--- config.mk ---
export PLATFORM = sky130hd
export DESIGN_NAME = dac_write_arbiter
export DESIGN_NICKNAME = d
export VERILOG_FILES = /design/src/rtl/pdh_dac_pkg.sv /design/src/rtl/dac_write_arbiter_rr_arbiter.sv /design/src/rtl/dac_write_arbiter.sv
export SDC_FILE = /design/constraint.sdc
export NUM_CORES = 1
export LEC_CHECK = 0
export BUFFER_PORTS_ARGS = -buffer_cell sky130_fd_sc_hd__buf_2
export CORE_MARGIN = 4
export CORE_UTILIZATION = 49
export CTS_CLUSTER_DIAMETER = 100
export DETAILED_ROUTE_END_ITERATION = 10
export HOLD_SLACK_MARGIN = 0.03
export PLACE_DENSITY_LB_ADDON = 0.15
export RECOVER_POWER = 25
export SLEW_MARGIN = 20
export SYNTH_ARGS = -nofsm -noshare
export SYNTH_HDL_FRONTEND = slang
export SYNTH_SLANG_ARGS = --single-unit
--- constraint.sdc ---
create_clock -name clk -period 1.9 [get_ports clk]
set_input_delay 0.38 -clock clk [delete_from_list [all_inputs] [get_ports clk]]
set_output_delay 0.38 -clock clk [all_outputs]
set_load 0.01 [all_outputs]
--- src/rtl/pdh_dac_pkg.sv ---
// rtl/pdh_dac_pkg.sv - shared types and constants for the DAC write path
//
// Purpose: write-sequencer state encoding, the midscale (~0 V) code and the
// channel-select encoding used by dac_write_arbiter and its readback logic.
package pdh_dac_pkg;

  // Write sequencer states. 2-bit encoding keeps the state register minimal.
  typedef enum logic [1:0] {
    IDLE   = 2'd0,
    SETUP  = 2'd1,
    STROBE = 2'd2,
    HOLD   = 2'd3
  } dac_wr_state_t;

  // Reset and shadow code for a 14-bit offset-binary DAC (~0 V output).
  localparam logic [13:0] DAC_MIDSCALE = 14'h2000;

  // Channel select encoding on the interleaved write port.
  localparam logic DAC_CH_A = 1'b0;
  localparam logic DAC_CH_B = 1'b1;

endpackage

--- src/rtl/dac_write_arbiter_rr_arbiter.sv ---
// rtl/dac_write_arbiter_rr_arbiter.sv - round-robin requester selection
//
// Purpose: picks the first valid requester starting at the rotating pointer
// and advances the pointer past the winner when the caller commits a grant.
//
// Ports:
//   clk       in   system clock
//   rst_ni    in   asynchronous active-low reset (pointer returns to 0)
//   req_i     in   N   request vector
//   en_i      in   1   grant enable; grant_o is forced to zero when low
//   update_i  in   1   commit strobe; pointer <= (idx_o + 1) mod N
//   grant_o   out  N   one-hot grant (or zero)
//   idx_o     out  IW  index of the selected requester
module rr_arbiter #(
  parameter  int N  = 2,
  localparam int IW = (N > 1) ? $clog2(N) : 1
) (
  input  logic          clk,
  input  logic          rst_ni,
  input  logic [N-1:0]  req_i,
  input  logic          en_i,
  input  logic          update_i,
  output logic [N-1:0]  grant_o,
  output logic [IW-1:0] idx_o
);

  logic [IW-1:0] ptr_q;
  logic [IW-1:0] ptr_d;

  // Scan p, p+1, ... wrapping at N; the first hit wins. The wrap is done
  // explicitly so non-power-of-two N never selects a non-existent requester.
  always_comb begin
    int   cand;
    logic found;
    grant_o = '0;
    idx_o   = '0;
    found   = 1'b0;
    cand    = 0;
    for (int k = 0; k < N; k++) begin
      cand = int'(ptr_q) + k;
      if (cand >= N) begin
        cand = cand - N;
      end
      if (!found && req_i[cand]) begin
        found         = 1'b1;
        grant_o[cand] = 1'b1;
        idx_o         = cand[IW-1:0];
      end
    end
    if (!en_i) begin
      grant_o = '0;
    end
  end

  always_comb begin
    if (idx_o == IW'(N - 1)) begin
      ptr_d = '0;
    end else begin
      ptr_d = idx_o + 1'b1;
    end
  end

  always_ff @(posedge clk or negedge rst_ni) begin
    if (!rst_ni) begin
      ptr_q <= '0;
    end else if (update_i) begin
      ptr_q <= ptr_d;
    end
  end

endmodule

--- src/rtl/dac_write_arbiter.sv ---
// rtl/dac_write_arbiter.sv - round-robin arbiter and write sequencer for the dual-channel DAC port
//
// Purpose: shares one interleaved dual-channel DAC write port between
// NUM_REQ requesters. Each accepted write is sequenced SETUP -> STROBE ->
// HOLD; the code committed to each channel is mirrored in a shadow register.
//
// Ports:
//   clk          in   system clock
//   rst_ni       in   asynchronous active-low reset
//   req_valid_i  in   NUM_REQ        per-requester write request
//   req_ready_o  out  NUM_REQ        per-requester accept (one-hot or zero)
//   req_data_i   in   NUM_REQ*W      packed codes, requester i at [i*W +: W]
//   req_sel_i    in   NUM_REQ        channel select per requester (0 = A, 1 = B)
//   dac_dat_o    out  W              DAC data bus
//   dac_sel_o    out  1              DAC channel select
//   dac_wrt_o    out  1              DAC write strobe
//   dac_a_o      out  W              shadow of last code committed to channel A
//   dac_b_o      out  W              shadow of last code committed to channel B
//   busy_o       out  1              high whenever a write is in progress
//   grant_idx_o  out  clog2(NUM_REQ) index of the last granted requester
module dac_write_arbiter #(
  parameter  int                        NUM_REQ        = 2,
  parameter  int                        DAC_DATA_WIDTH = 14,
  parameter  logic [DAC_DATA_WIDTH-1:0] DAC_MIDSCALE   = pdh_dac_pkg::DAC_MIDSCALE,
  parameter  int                        HOLD_CYCLES    = 1,
  localparam int                        IW             = $clog2(NUM_REQ)
) (
  input  logic                              clk,
  input  logic                              rst_ni,
  input  logic [NUM_REQ-1:0]                req_valid_i,
  output logic [NUM_REQ-1:0]                req_ready_o,
  input  logic [NUM_REQ*DAC_DATA_WIDTH-1:0] req_data_i,
  input  logic [NUM_REQ-1:0]                req_sel_i,
  output logic [DAC_DATA_WIDTH-1:0]         dac_dat_o,
  output logic                              dac_sel_o,
  output logic                              dac_wrt_o,
  output logic [DAC_DATA_WIDTH-1:0]         dac_a_o,
  output logic [DAC_DATA_WIDTH-1:0]         dac_b_o,
  output logic                              busy_o,
  output logic [IW-1:0]                     grant_idx_o
);

  localparam logic [3:0] HOLD_LOAD = 4'(HOLD_CYCLES - 1);

  pdh_dac_pkg::dac_wr_state_t state_q;

  logic [3:0]                hold_cnt_q;
  logic [DAC_DATA_WIDTH-1:0] dat_q;
  logic                      sel_q;
  logic                      wrt_q;
  logic [DAC_DATA_WIDTH-1:0] shadow_a_q;
  logic [DAC_DATA_WIDTH-1:0] shadow_b_q;
  logic                      busy_q;
  logic [IW-1:0]             grant_idx_q;

  logic                      arb_en;
  logic [NUM_REQ-1:0]        arb_grant;
  logic [IW-1:0]             arb_idx;
  logic                      accept;
  logic [DAC_DATA_WIDTH-1:0] win_data;
  logic                      win_sel;

  // Ready is only offered while idle. It is also masked by rst_ni so a
  // requester cannot see ready while the block is held in reset.
  assign arb_en = (state_q == pdh_dac_pkg::IDLE) && rst_ni;

  rr_arbiter #(
    .N (NUM_REQ)
  ) u_rr_arbiter (
    .clk      (clk),
    .rst_ni   (rst_ni),
    .req_i    (req_valid_i),
    .en_i     (arb_en),
    .update_i (accept),
    .grant_o  (arb_grant),
    .idx_o    (arb_idx)
  );

  assign req_ready_o = arb_grant;
  assign accept      = |(arb_grant & req_valid_i);
  assign win_data    = req_data_i[int'(arb_idx)*DAC_DATA_WIDTH +: DAC_DATA_WIDTH];
  assign win_sel     = req_sel_i[arb_idx];

  // Write sequencer. All DAC-facing outputs are registered here so the bus
  // never glitches; wrt_q is set on entry to STROBE and cleared on exit.
  always_ff @(posedge clk or negedge rst_ni) begin
    if (!rst_ni) begin
      state_q     <= pdh_dac_pkg::IDLE;
      hold_cnt_q  <= '0;
      dat_q       <= DAC_MIDSCALE;
      sel_q       <= pdh_dac_pkg::DAC_CH_A;
      wrt_q       <= 1'b0;
      shadow_a_q  <= DAC_MIDSCALE;
      shadow_b_q  <= DAC_MIDSCALE;
      busy_q      <= 1'b0;
      grant_idx_q <= '0;
    end else begin
      case (state_q)
        pdh_dac_pkg::IDLE: begin
          if (accept) begin
            dat_q       <= win_data;
            sel_q       <= win_sel;
            grant_idx_q <= arb_idx;
            busy_q      <= 1'b1;
            state_q     <= pdh_dac_pkg::SETUP;
          end
        end
        pdh_dac_pkg::SETUP: begin
          wrt_q   <= 1'b1;
          state_q <= pdh_dac_pkg::STROBE;
        end
        pdh_dac_pkg::STROBE: begin
          // The strobe cycle completes the DAC write, so the shadow of the
          // addressed channel commits on this edge.
          wrt_q      <= 1'b0;
          hold_cnt_q <= HOLD_LOAD;
          if (sel_q == pdh_dac_pkg::DAC_CH_A) begin
            shadow_a_q <= dat_q;
          end else begin
            shadow_b_q <= dat_q;
          end
          state_q <= pdh_dac_pkg::HOLD;
        end
        pdh_dac_pkg::HOLD: begin
          if (hold_cnt_q == 4'd0) begin
            busy_q  <= 1'b0;
            state_q <= pdh_dac_pkg::IDLE;
          end else begin
            hold_cnt_q <= hold_cnt_q - 4'd1;
          end
        end
        default: begin
          wrt_q   <= 1'b0;
          busy_q  <= 1'b0;
          state_q <= pdh_dac_pkg::IDLE;
        end
      endcase
    end
  end

  assign dac_dat_o   = dat_q;
  assign dac_sel_o   = sel_q;
  assign dac_wrt_o   = wrt_q;
  assign dac_a_o     = shadow_a_q;
  assign dac_b_o     = shadow_b_q;
  assign busy_o      = busy_q;
  assign grant_idx_o = grant_idx_q;

endmodule

==> insert_results.sql, run 1 <==
INSERT INTO impl_metrics (metric_group, metric, value, unit) VALUES
('run', 'max_cap_violations', '0', ''),
('power_and_ir_drop', 'ir_worst_vdd', '0.7765', 'mV'),
('worst_setup_path', 'crit_family', 'flip-flops', ''),
('timing', 'setup-violations-final', '0', ''),
('grt', 'global_route_usage_sum', '0.1983', ''),
('worst_setup_path', 'timing.critical_path.slowest_stage_cell', 'sky130_fd_sc_hd__dfrtp_1', ''),
('grt', 'global_route.peak_usage_layer', 'met2', ''),
('worst_setup_path', 'endpoint_kind', 'output pin', ''),
('grt', 'first_global_vias', '1883', ''),
('cts', 'clk_pin_slew_worst_paths', '0.09', 'ns'),
('grt', 'use_met2', '0.3066', ''),
('power_and_ir_drop', 'switching_share', '0.3767', ''),
('synth', 'ys.flop_type', 'sky130_fd_sc_hd__dfrtp_1', ''),
('cts', 'clockBufferDepth', '2', ''),
('place', 'place_worst_setup_slack', '0.1480', 'ns'),
('drt', 'drtAntennaViolNets', '0', ''),
('worst_setup_path', 'crit_path_cell_trace', 'inv_2, ha_4, nand3_1, a21oi_1, buf_2', ''),
('timing', 'finalMaxSlewViolations', '0', ''),
('synth', 'synth_enable_flop_cells', '0', ''),
('floorplanning', 'core.rowCount', '24', ''),
('worst_setup_path', 'setup.worst_path.class', 'flip-flop to output pin', ''),
('cts', 'cts_htree_levels', '2', ''),
('place', 'gp_congestion', '0.8065', ''),
('grt', 'grt_pass1_wl', '9.446', 'mm'),
('power_and_ir_drop', 'power_frac_clock', '0.128', ''),
('cells_and_area', 'n_antenna_cell', '0', ''),
('synth', 'sequential_share_of_the_synthesized_area', '0.5691', ''),
('power_and_ir_drop', 'power_frac_comb', '0.452', ''),
('power_and_ir_drop', 'p_leak', '1.371', 'nW'),
('grt', 'grtUsageMet3', '0.05035', ''),
('worst_setup_path', 'worst-path-max-fanout', '7', ''),
('cells_and_area', 'ratio_of_cells_with_drive_above_1_in_the_final_layout', '0.4517', ''),
('floorplanning', 'effective_utilization_at_floorplan', '0.5224', ''),
('outcome', 'status', 'completed', ''),
('synth', 'syn_area', '2337', 'µm²'),
('grt', 'initial_antenna_violation_count', '0', ''),
('worst_setup_path', 'timing.critical_path.required', '1.52', 'ns'),
('timing', 'hold_slack', '0.2995', 'ns'),
('timing', 'clock-skew-final', '0.004461', 'ns'),
('synth', 'mean_post_synth_cell_area', '11.63', 'µm²'),
('cts', 'clock_sink_count', '53', ''),
('cells_and_area', 'post_layout_nonfiller_instances', '342', ''),
('grt', 'grt_max_degree', '50', ''),
('drt', 'route.detailed.drc', '0', ''),
('timing', 'max_freq', '0.5529', 'GHz'),
('floorplanning', 'die-width', '77.07', 'µm'),
('timing', 'final_critical_path_setup_slack', '0.09136', 'ns'),
('synth', 'synthArstFlopShare', '1.000', ''),
('timing', 'finalHoldViolations', '0', ''),
('timing', 'normalized_max_slew_margin', '0.2219', ''),
('cells_and_area', 'net_count_of_the_finished_layout', '328', ''),
('floorplanning', 'top_level_ports', '82', ''),
('timing', 'totalNegativeSetupSlack', '0', 'ns'),
('synth', 'synth_largest_area_cell', 'sky130_fd_sc_hd__dfrtp_1', ''),
('timing', 'final_critical_path_time_including_i_o_delays_and_setup', '1.809', 'ns'),
('grt', 'global_route_track_usage_on_met1', '0.2766', ''),
('drt', 'number_of_drc_violations_after_detailed_routing_iteration_0', '92', ''),
('power_and_ir_drop', 'cellPowerDensity', '1655', 'nW/µm²'),
('power_and_ir_drop', 'share_seq_of_total_power', '0.419', ''),
('drt', 'routed_via_density', '5.418', ''),
('synth', 'synthCells', '201', ''),
('place', 'place_hpwl', '4.074', 'mm'),
('synth', 'synth.lib_cells_used.distinct', '28', ''),
('worst_setup_path', 'critical_path.max_stage_delay', '0.42', 'ns'),
('synth', 'synthesized_flop_and_latch_total', '53', ''),
('synth', 'syn_nets', '240', ''),
('worst_setup_path', 'arrival', '1.43', 'ns'),
('cells_and_area', 'area_growth_syn_to_layout', '25.54', '%'),
('drt', 'post_drt_wl_per_cell', '16.41', 'µm'),
('grt', 'globalRouteOverflowTotal', '0', ''),
('power_and_ir_drop', 'power.switching', '1.830', 'mW');
## synthesized netlist by cell type, drive strengths merged, types with 2 or more instances
| library cell | number |
|---|---|
| ha | 5 |
| o21ai | 18 |
| a22o | 2 |
| inv | 9 |
| dfrtp | 50 |
| nand2b | 2 |
| o22ai | 2 |
| nand3 | 2 |
| nor2 | 20 |
| mux2 | 30 |
| mux2i | 3 |
| nor3 | 2 |
| buf | 6 |
| dfstp | 3 |
| clkbuf | 3 |
| nand2 | 4 |
| a31oi | 16 |
| a21oi | 18 |
## worst register-to-register path, cell delays in order, from the launching register on
cell and delay, ns:
sky130_fd_sc_hd__dfrtp_1 0.41, sky130_fd_sc_hd__inv_1 0.07, sky130_fd_sc_hd__ha_1 0.22, sky130_fd_sc_hd__or3b_4 0.42, sky130_fd_sc_hd__a22oi_4 0.23, sky130_fd_sc_hd__mux2_4 0.31
## timing repair
item | CTS | global route
hold buffers | 1 | 0
endpoints found under the hold margin | 4 | 0
gates cloned | 0 | 0
endpoints found under the setup margin | 2 | 2
resized for setup | 2 | 2
buffers inserted | 0 | 1
pin swaps | 0 | 1
## final cells by class
type	count	area [µm²]
multi-input combinational	130	944.7
inverter	9	33.78
fill	370	1540
tap	52	65.06
clock inverter	2	15.01
clock buffer	6	72.57
timing repair buffer	90	473.0
sequential	53	1330
## flip-flops by register name, summed over array words and instances (netlist names), 2 cells and up
register    count
dac_a_o        14
dac_b_o        14
dac_dat_o      14
hold_cnt_q      4
state_q         2
## final timing paths
check | from | end | slack (ns) | cells past startpoint
max | state_q[1]$_DFFE_PN0P_ | req_ready_o[0] | 0.09 | 5
min | req_data_i[13] | dac_dat_o[13]$_DFFE_PN1P_ | 0.30 | 3
max reg2reg | hold_cnt_q[0]$_DFFE_PN0P_ | state_q[1]$_DFFE_PN0P_ | 0.13 | 5
min reg2reg | dac_a_o[9]$_DFFE_PN0P_ | dac_a_o[9]$_DFFE_PN0P_ | 0.49 | 1
max in group asynchronous | rst_ni | dac_dat_o[7]$_DFFE_PN0P_ | 0.67 | 2
min in group asynchronous | rst_ni | hold_cnt_q[3]$_DFFE_PN0P_ | 0.53 | 2
## power groups by stage
stage	sequential [mW]	clock, mW	combinational [mW]
finish	2.04	0.624	2.20
global route	2.13	0.694	2.41
CTS	2.04	0.639	2.20
detailed placement	2.07	0	2.14
global placement	2.04	0	2.08
floorplan	2.25	0	1.07
## per-stage QoR
step	instance area, µm²	power [mW]
after floorplan	2337	3.327
after global placement	2819	4.129
after detailed placement	2819	4.211
after CTS	2929	4.881
after global routing	2934	5.241
final	2934	4.857
## cell families (layout without fill, tap and decap cells)
family	count (synthesis)	after routing	synth area share
flip-flops	53	53	0.5691
AO/OA/AOI/OAI	59	59	0.1494
AND/OR/NAND/NOR	33	33	0.06370
adder cells (fa/ha/maj)	5	5	0.02677
multiplexers	33	33	0.1590
buffers and inverters	18	107	0.03212
## routing by layer
metal  vias to the layer above  part of all wire
met1                       893              0.46
met4                         0             0.012
met2                        60              0.47
li1                        891                 -
met3                         9             0.057
met5                         -                 0
## placed cells by master (no fill, tap or decap), types with 4 or more instances in the layout
cell	netlist	final
sky130_fd_sc_hd__mux2_2	24	24
sky130_fd_sc_hd__buf_4	0	7
sky130_fd_sc_hd__mux2_1	5	5
sky130_fd_sc_hd__o21ai_0	17	17
sky130_fd_sc_hd__clkbuf_8	0	5
sky130_fd_sc_hd__dfrtp_1	50	50
sky130_fd_sc_hd__ha_1	5	4
sky130_fd_sc_hd__buf_2	6	81
sky130_fd_sc_hd__nor2_1	20	20
sky130_fd_sc_hd__inv_1	8	6
sky130_fd_sc_hd__nand2_1	4	4
sky130_fd_sc_hd__a31oi_1	16	16
sky130_fd_sc_hd__a21oi_1	18	18
No activity file was read; power rests on OpenSTA's default activity.
==> run 2: changes to the inputs <==
--- a/config.mk
+++ b/config.mk
@@ -13,6 +13,7 @@
 export HOLD_SLACK_MARGIN = 0.03
 export PLACE_DENSITY_LB_ADDON = 0.15
 export RECOVER_POWER = 25
+export SETUP_SLACK_MARGIN = 0.4
 export SLEW_MARGIN = 20
 export SYNTH_ARGS = -nofsm -noshare
 export SYNTH_HDL_FRONTEND = slang
==> run 2 against run 1 <==
  * Global-route usage is 0.66 points higher
  * Flip-flop and latch count stayed put
  * Wire length is 12% higher
  * Utilization is 8.6 points higher
  * Fmax is 4.7% higher
  * Register-to-register slack better by 0.11 ns
  * Hold slack better by 0.0090 ns
  * Worst setup slack better by 0.081 ns
  * Final area is 13% higher
  * Sequential power hardly changed
==> insert_results.sql, run 2 (synthesis gave the netlist of run 1 again) <==
INSERT INTO impl_metrics (metric_group, metric, value, unit) VALUES
('timing', 'period_share', '0.9093', ''),
('cts', 'clk_root_buffer_cell', 'sky130_fd_sc_hd__clkbuf_8', ''),
('cts', 'cts_tree', 'built', ''),
('grt', 'globalRouteOverflowTotal', '0', ''),
('timing', 'totalNegativeSetupSlack', '0', 'ns'),
('place', 'gp_congestion', '0.8214', ''),
('worst_setup_path', 'timing.critical_path.required', '1.52', 'ns'),
('timing', 'clock-skew-final', '0.006781', 'ns'),
('timing', 'hold_slack', '0.3084', 'ns'),
('cts', 'clockBufferDepth', '2', ''),
('hold_path', 'hold_start', 'req_data_i[13]', ''),
('cells_and_area', 'ratio_of_cells_with_drive_above_1_in_the_final_layout', '0.5524', ''),
('floorplanning', 'effective_utilization_at_floorplan', '0.5224', ''),
('timing', 'worst_slew_pin_slew', '0.9368', 'ns'),
('cells_and_area', 'n_antenna_cell', '0', ''),
('hold_path', 'hold-path-endpoint', 'dac_dat_o[13]$_DFFE_PN1P_', ''),
('grt', 'grt_max_degree', '31', ''),
('cts', 'clk_pin_slew_worst_paths', '0.09', 'ns'),
('cts', 'clkLatencyLatePin', '0.30', 'ns'),
('timing', 'final_critical_path_time_including_i_o_delays_and_setup', '1.728', 'ns'),
('floorplanning', 'floorplan.die.height', '77.07', 'µm'),
('cells_and_area', 'area_growth_syn_to_layout', '42.08', '%'),
('worst_setup_path', 'worstReg2RegEnd', 'dac_dat_o[11]$_DFFE_PN0P_', ''),
('timing', 'rsz0062_at_grt', 'true', ''),
('grt', 'grt_pass1_wl', '9.770', 'mm'),
('worst_setup_path', 'timing.reg2reg.setup_slack', '0.24', 'ns'),
('drt', 'route.detailed.drc', '0', ''),
('drt', 'wire_length_reported_by_the_detailed_router', '6.295', 'mm'),
('floorplanning', 'die-width', '77.07', 'µm'),
('grt', 'global_route_usage_sum', '0.2049', ''),
('drt', 'number_of_drc_violations_after_detailed_routing_iteration_0', '127', ''),
('cells_and_area', 'commonest_cells_after_routing_fill_and_taps_aside', '80 x sky130_fd_sc_hd__buf_2, 50 x sky130_fd_sc_hd__dfrtp_1, 24 x sky130_fd_sc_hd__mux2_2, 24 x sky130_fd_sc_hd__buf_4, 20 x sky130_fd_sc_hd__nor2_1', ''),
('drt', 'post_drt_wl_per_cell', '17.15', 'µm'),
('drt', 'via_count', '2009', ''),
('power_and_ir_drop', 'cellPowerDensity', '1642', 'nW/µm²'),
('worst_setup_path', 'arrival', '1.35', 'ns'),
('drt', 'routed_via_density', '5.474', ''),
('worst_setup_path', 'timing.critical_path.slowest_stage_cell', 'sky130_fd_sc_hd__dfrtp_1', ''),
('timing', 'finalMaxSlewViolations', '0', ''),
('power_and_ir_drop', 'p_leak', '1.540', 'nW'),
('grt', 'first_global_vias', '1923', ''),
('floorplanning', 'top_level_ports', '82', ''),
('power_and_ir_drop', 'ir_worst_vdd', '0.8890', 'mV'),
('worst_setup_path', 'endpoint_kind', 'output pin', ''),
('worst_setup_path', 'worst-path-max-fanout', '3', ''),
('place', 'place.port_buffers', '81', ''),
('cts', 'clock_sink_count', '53', ''),
('worst_setup_path', 'start_kind', 'flip-flop', ''),
('floorplanning', 'placeableCoreArea', '4474', 'µm²'),
('drt', 'drtAntennaViolNets', '0', ''),
('hold_path', 'hold_class', 'input port to flip-flop', ''),
('worst_setup_path', 'setup.worst_path.class', 'flip-flop to output pin', ''),
('cts', 'cts_htree_levels', '2', ''),
('timing', 'setup-violations-final', '0', ''),
('cts', 'cts_made_buffers', '5', ''),
('timing', 'normalized_max_slew_margin', '0.3755', ''),
('worst_setup_path', 'regToRegStartpoint', 'state_q[1]$_DFFE_PN0P_', ''),
('timing', 'finalHoldViolations', '0', ''),
('hold_path', 'worstHoldPathCells', '3', ''),
('drt', 'drt-pass1-iter-count', '4', ''),
('timing', 'max_freq', '0.5788', 'GHz'),
('floorplanning', 'die_area', '5939', 'µm²'),
('cells_and_area', 'net_count_of_the_finished_layout', '353', ''),
('cells_and_area', 'fill_cells', '297', ''),
('outcome', 'status', 'completed', ''),
('run', 'max_cap_violations', '0', ''),
('cells_and_area', 'final_common_cell', 'sky130_fd_sc_hd__buf_2', ''),
('worst_setup_path', 'critical_path.max_stage_delay', '0.43', 'ns'),
('floorplanning', 'core.rowCount', '24', ''),
('worst_setup_path', 'worst-r2r-cell-count', '8', ''),
('worst_setup_path', 'crit_path_cell_trace', 'inv_2, ha_4, nand3_2, a21oi_2, buf_2', ''),
('place', 'place_hpwl', '4.028', 'mm'),
('grt', 'initial_antenna_violation_count', '0', '');
-- run 2: through the flow --
step / util / instance area, µm² / power [mW] / std cells / setup WS [ns]
finish: 0.7422 / 3321 / 5.453 / 367 / 0.1724
global route: 0.7422 / 3321 / 5.833 / 367 / 0.1188
CTS: 0.6983 / 3124 / 5.199 / 356 / 0.2019
detailed placement: 0.6342 / 2838 / 4.208 / 333 / 0.1868
global placement: 0.6342 / 2838 / 4.133 / 333 / 0.2275
floorplan: - / 2349 / 3.332 / 201 / 0.2562
-- run 2: worst max path at each step --
stage | cells after the start | slack [ns] | from | endpoint
after detailed placement | 5 | 0.19 | hold_cnt_q[0]$_DFFE_PN0P_ | state_q[1]$_DFFE_PN0P_
after CTS | 5 | 0.20 | state_q[1]$_DFFE_PN0P_ | req_ready_o[0]
after global placement | 5 | 0.23 | hold_cnt_q[0]$_DFFE_PN0P_ | state_q[1]$_DFFE_PN0P_
final | 5 | 0.17 | state_q[1]$_DFFE_PN0P_ | req_ready_o[0]
after floorplan | 5 | 0.26 | hold_cnt_q[0]$_DFFE_PN0P_ | state_q[1]$_DFFE_PN0P_
after global routing | 5 | 0.12 | state_q[1]$_DFFE_PN0P_ | req_ready_o[0]
-- run 2: metal layers --
metal  global-route usage  vias to the layer above  routed length (µm)
met3              0.06089                        8                 403
met2               0.3118                       73                2930
met5                    0                        -                   0
met4              0.04804                        0                  64
met1               0.2898                      987                2896
li1                     -                      941                   -
-- run 2: cell type report --
cell class | count | area (µm²) | area share
Multi-Input combinational cell | 130 | 1094 | 0.3293
Sequential cell | 53 | 1330 | 0.4005
Clock buffer | 7 | 86.33 | 0.02600
Timing Repair Buffer | 115 | 681.9 | 0.2054
Tap cell | 52 | 65.06 | 0.01959
Inverter | 9 | 33.78 | 0.01017
Clock inverter | 1 | 30.03 | 0.009043
-- run 2: critical path: cells and delay by family, from the launching register on --
kind	cells	cell delay (ns)
AOI/OAI and AO/OA	1	0.14
adders and majority gates	1	0.15
buffers and inverters	2	0.24
and+or+nand+nor	1	0.09
DFF	1	0.43
-- run 2: power by group --
group | internal [mW] | switching [mW] | leakage (nW) | total [mW]
combinational | 1.35 | 1.27 | 0.872 | 2.62
sequential | 1.69 | 0.361 | 0.609 | 2.05
clock | 0.430 | 0.351 | 0.0585 | 0.781
total | 3.47 | 1.99 | 1.54 | 5.45
-- run 2: what timing repair did --
item                                    CTS  global route
gates resized for setup                  17            20
buffers inserted                         12            10
endpoints found under the setup margin   43            49
cloned                                    2             1
hold endpoints to repair                  6             0
pin swaps                                 4            15
hold buffers                              1             0
==> run 3: changes to the inputs <==
--- a/config.mk
+++ b/config.mk
@@ -7,7 +7,7 @@
 export LEC_CHECK = 0
 export BUFFER_PORTS_ARGS = -buffer_cell sky130_fd_sc_hd__buf_2
 export CORE_MARGIN = 4
-export CORE_UTILIZATION = 49
+export CORE_UTILIZATION = 45
 export CTS_CLUSTER_DIAMETER = 100
 export DETAILED_ROUTE_END_ITERATION = 10
 export HOLD_SLACK_MARGIN = 0.03
==> run 3 against run 2 <==
  * Via count shrank 4.7%
  * Hold slack improved by 0.0066 ns
  * Critical path depth is the same
  * Non-clock buffer count fell by 11
  * Largest cell class unchanged
==> insert_results.sql, run 3 (synthesis gave the netlist of run 1 again) <==
INSERT INTO impl_metrics (metric_group, metric, value, unit) VALUES
('outcome', 'status', 'completed', ''),
('timing', 'rsz0062_at_grt', 'true', ''),
('floorplanning', 'floorplan.die.height', '80.07', 'µm'),
('worst_setup_path', 'start_kind', 'flip-flop', ''),
('worst_setup_path', 'timing.critical_path.slowest_stage_cell', 'sky130_fd_sc_hd__dfrtp_1', ''),
('timing', 'normalized_max_slew_margin', '0.5939', ''),
('power_and_ir_drop', 'share_seq_of_total_power', '0.395', ''),
('power_and_ir_drop', 'ir_worst_vdd', '0.7444', 'mV'),
('timing', 'finalMaxSlewViolations', '0', ''),
('grt', 'use_met2', '0.2848', ''),
('cts', 'clkLatencyLatePin', '0.29', 'ns'),
('cells_and_area', 'final_util', '0.6605', ''),
('timing', 'finalHoldViolations', '0', ''),
('power_and_ir_drop', 'internal_power', '3.223', 'mW'),
('worst_setup_path', 'setup.worst_path.class', 'flip-flop to output pin', ''),
('worst_setup_path', 'worst-path-max-fanout', '4', ''),
('worst_setup_path', 'endpoint_kind', 'output pin', ''),
('grt', 'global_route.peak_usage_layer', 'met2', ''),
('drt', 'wire_length_reported_by_the_detailed_router', '6.052', 'mm'),
('cts', 'clock_sink_count', '53', ''),
('power_and_ir_drop', 'cellPowerDensity', '1603', 'nW/µm²'),
('place', 'place_inst', '347', ''),
('place', 'place.port_buffers', '81', ''),
('grt', 'grt_pass1_wl', '9.356', 'mm'),
('cts', 'cts_tree', 'built', ''),
('grt', 'global_route_track_usage_on_met1', '0.2711', ''),
('cells_and_area', 'commonest_cells_after_routing_fill_and_taps_aside', '80 x sky130_fd_sc_hd__buf_2, 50 x sky130_fd_sc_hd__dfrtp_1, 24 x sky130_fd_sc_hd__mux2_2', ''),
('cells_and_area', 'area_growth_syn_to_layout', '37.90', '%'),
('floorplanning', 'top_level_ports', '82', ''),
('timing', 'final_critical_path_time_including_i_o_delays_and_setup', '1.707', 'ns'),
('floorplanning', 'die_area', '6411', 'µm²'),
('cells_and_area', 'post_layout_nonfiller_instances', '371', ''),
('place', 'gp_congestion', '0.7313', ''),
('timing', 'max_freq', '0.5857', 'GHz'),
('floorplanning', 'die-width', '80.07', 'µm'),
('floorplanning', 'placeableCoreArea', '4880', 'µm²'),
('hold_path', 'hold_class', 'input port to flip-flop', ''),
('drt', 'route.detailed.drc', '0', ''),
('grt', 'globalRouteOverflowTotal', '0', ''),
('cells_and_area', 'fill_cells', '402', ''),
('timing', 'clock-skew-final', '0.006192', 'ns'),
('grt', 'grtUsageMet3', '0.04933', ''),
('timing', 'worst_slew_pin_slew', '0.6092', 'ns'),
('power_and_ir_drop', 'p_leak', '1.472', 'nW'),
('power_and_ir_drop', 'power_frac_comb', '0.486', ''),
('timing', 'period_share', '0.8987', ''),
('timing', 'totalNegativeSetupSlack', '0', 'ns'),
('drt', 'drtAntennaViolNets', '0', ''),
('cells_and_area', 'ratio_of_cells_with_drive_above_1_in_the_final_layout', '0.5395', ''),
('cells_and_area', 'final_common_cell', 'sky130_fd_sc_hd__buf_2', ''),
('drt', 'drt-pass1-iter-count', '4', ''),
('cts', 'clk_root_buffer_cell', 'sky130_fd_sc_hd__clkbuf_8', ''),
('floorplanning', 'core.rowCount', '25', ''),
('grt', 'global_route_usage_sum', '0.1878', ''),
('drt', 'post_drt_wl_per_cell', '16.31', 'µm'),
('cts', 'cts_made_buffers', '5', ''),
('grt', 'initial_antenna_violation_count', '0', ''),
('worst_setup_path', 'critical_path.max_stage_delay', '0.40', 'ns'),
('grt', 'grt_max_degree', '50', ''),
('power_and_ir_drop', 'power.switching', '1.943', 'mW'),
('drt', 'routed_via_density', '5.162', ''),
('place', 'place_hpwl', '4.185', 'mm'),
('power_and_ir_drop', 'power_frac_clock', '0.119', ''),
('grt', 'first_global_vias', '1903', ''),
('cells_and_area', 'n_antenna_cell', '0', ''),
('cts', 'clk_pin_slew_worst_paths', '0.09', 'ns'),
('cells_and_area', 'net_count_of_the_finished_layout', '342', ''),
('drt', 'via_count', '1915', ''),
('drt', 'number_of_drc_violations_after_detailed_routing_iteration_0', '156', ''),
('worst_setup_path', 'arrival', '1.33', 'ns'),
('run', 'max_cap_violations', '0', ''),
('power_and_ir_drop', 'switching_share', '0.3761', ''),
('worst_setup_path', 'timing.critical_path.required', '1.52', 'ns'),
('cts', 'clockBufferDepth', '2', ''),
('timing', 'setup-violations-final', '0', ''),
('cts', 'cts_htree_levels', '2', ''),
('floorplanning', 'effective_utilization_at_floorplan', '0.4790', ''),
('worst_setup_path', 'crit_path_cell_trace', 'inv_2, ha_4, nand3_2, a21oi_2, buf_2', ''),
('timing', 'hold_slack', '0.3151', 'ns');
run 3: changes by cell type in the layout (fill, tap and decap cells not counted), sizes merged:
cell    delta
buf        -9
bufinv     -1
clkbuf     -2
clkinv     +1
run 3: path summary, 6_finish.rpt:
path,startpoint,endpoint,slack [ns],depth (start not counted)
worst min-delay path,req_data_i[13],dac_dat_o[13]$_DFFE_PN1P_,0.32,3
min in group asynchronous,rst_ni,dac_a_o[13]$_DFFE_PN1P_,0.35,1
worst min register to register,dac_a_o[9]$_DFFE_PN0P_,dac_a_o[9]$_DFFE_PN0P_,0.50,1
max in group asynchronous,rst_ni,dac_a_o[10]$_DFFE_PN0P_,0.89,2
worst max-delay path,state_q[0]$_DFFE_PN0P_,req_ready_o[0],0.19,5
worst max register to register,hold_cnt_q[0]$_DFFE_PN0P_,state_q[1]$_DFFE_PN0P_,0.29,5
run 3: cell type report:
type / instances / area [µm²] / share of cell area
Timing Repair Buffer: 104 / 606.8 / 0.1883
Clock buffer: 7 / 76.32 / 0.02368
Clock inverter: 1 / 5.005 / 0.001553
Tap cell: 67 / 83.83 / 0.02601
Inverter: 9 / 33.78 / 0.01048
Sequential cell: 53 / 1330 / 0.4127
Multi-Input combinational cell: 130 / 1087 / 0.3373
run 3: repair_timing:
action / in CTS / in global routing
buffers inserted: 9 / 5
pin swaps: 4 / 15
endpoints found under the setup margin: 44 / 45
hold buffers: 1 / 0
gates resized for setup: 14 / 18
hold endpoints to repair: 2 / 0
gates cloned: 0 / 1
run 3: through the flow:
step,power (mW),setup slack (ns),cell area [µm²]
finish,5.166,0.1925,3223
CTS,5.035,0.2198,3073
global placement,4.192,0.2192,2861
floorplan,3.332,0.2562,2349
global route,5.538,0.1247,3223
detailed placement,4.252,0.1710,2861
run 3: layer usage:
metal	wire length, µm	up-vias	part of all wire
li1	-	919	-
met5	0	-	0
met2	2859	68	0.47
met1	2748	923	0.45
met3	401	5	0.066
met4	42	0	0.0069
run 3: power by group through the flow:
stage	sequential [mW]	clock (mW)	combinational (mW)
floorplan	2.26	0	1.08
global placement	2.06	0	2.13
detailed placement	2.07	0	2.18
CTS	2.05	0.618	2.37
global route	2.13	0.681	2.73
finish	2.04	0.613	2.51
run 3: critical path: cells and delay by family (launching register included):
family / cells / cell delay [ns]
AND/OR/NAND/NOR: 1 / 0.08
adder cells (fa/ha/maj): 1 / 0.17
flip-flops: 1 / 0.40
buffers and inverters: 2 / 0.25
AO/OA/AOI/OAI: 1 / 0.14
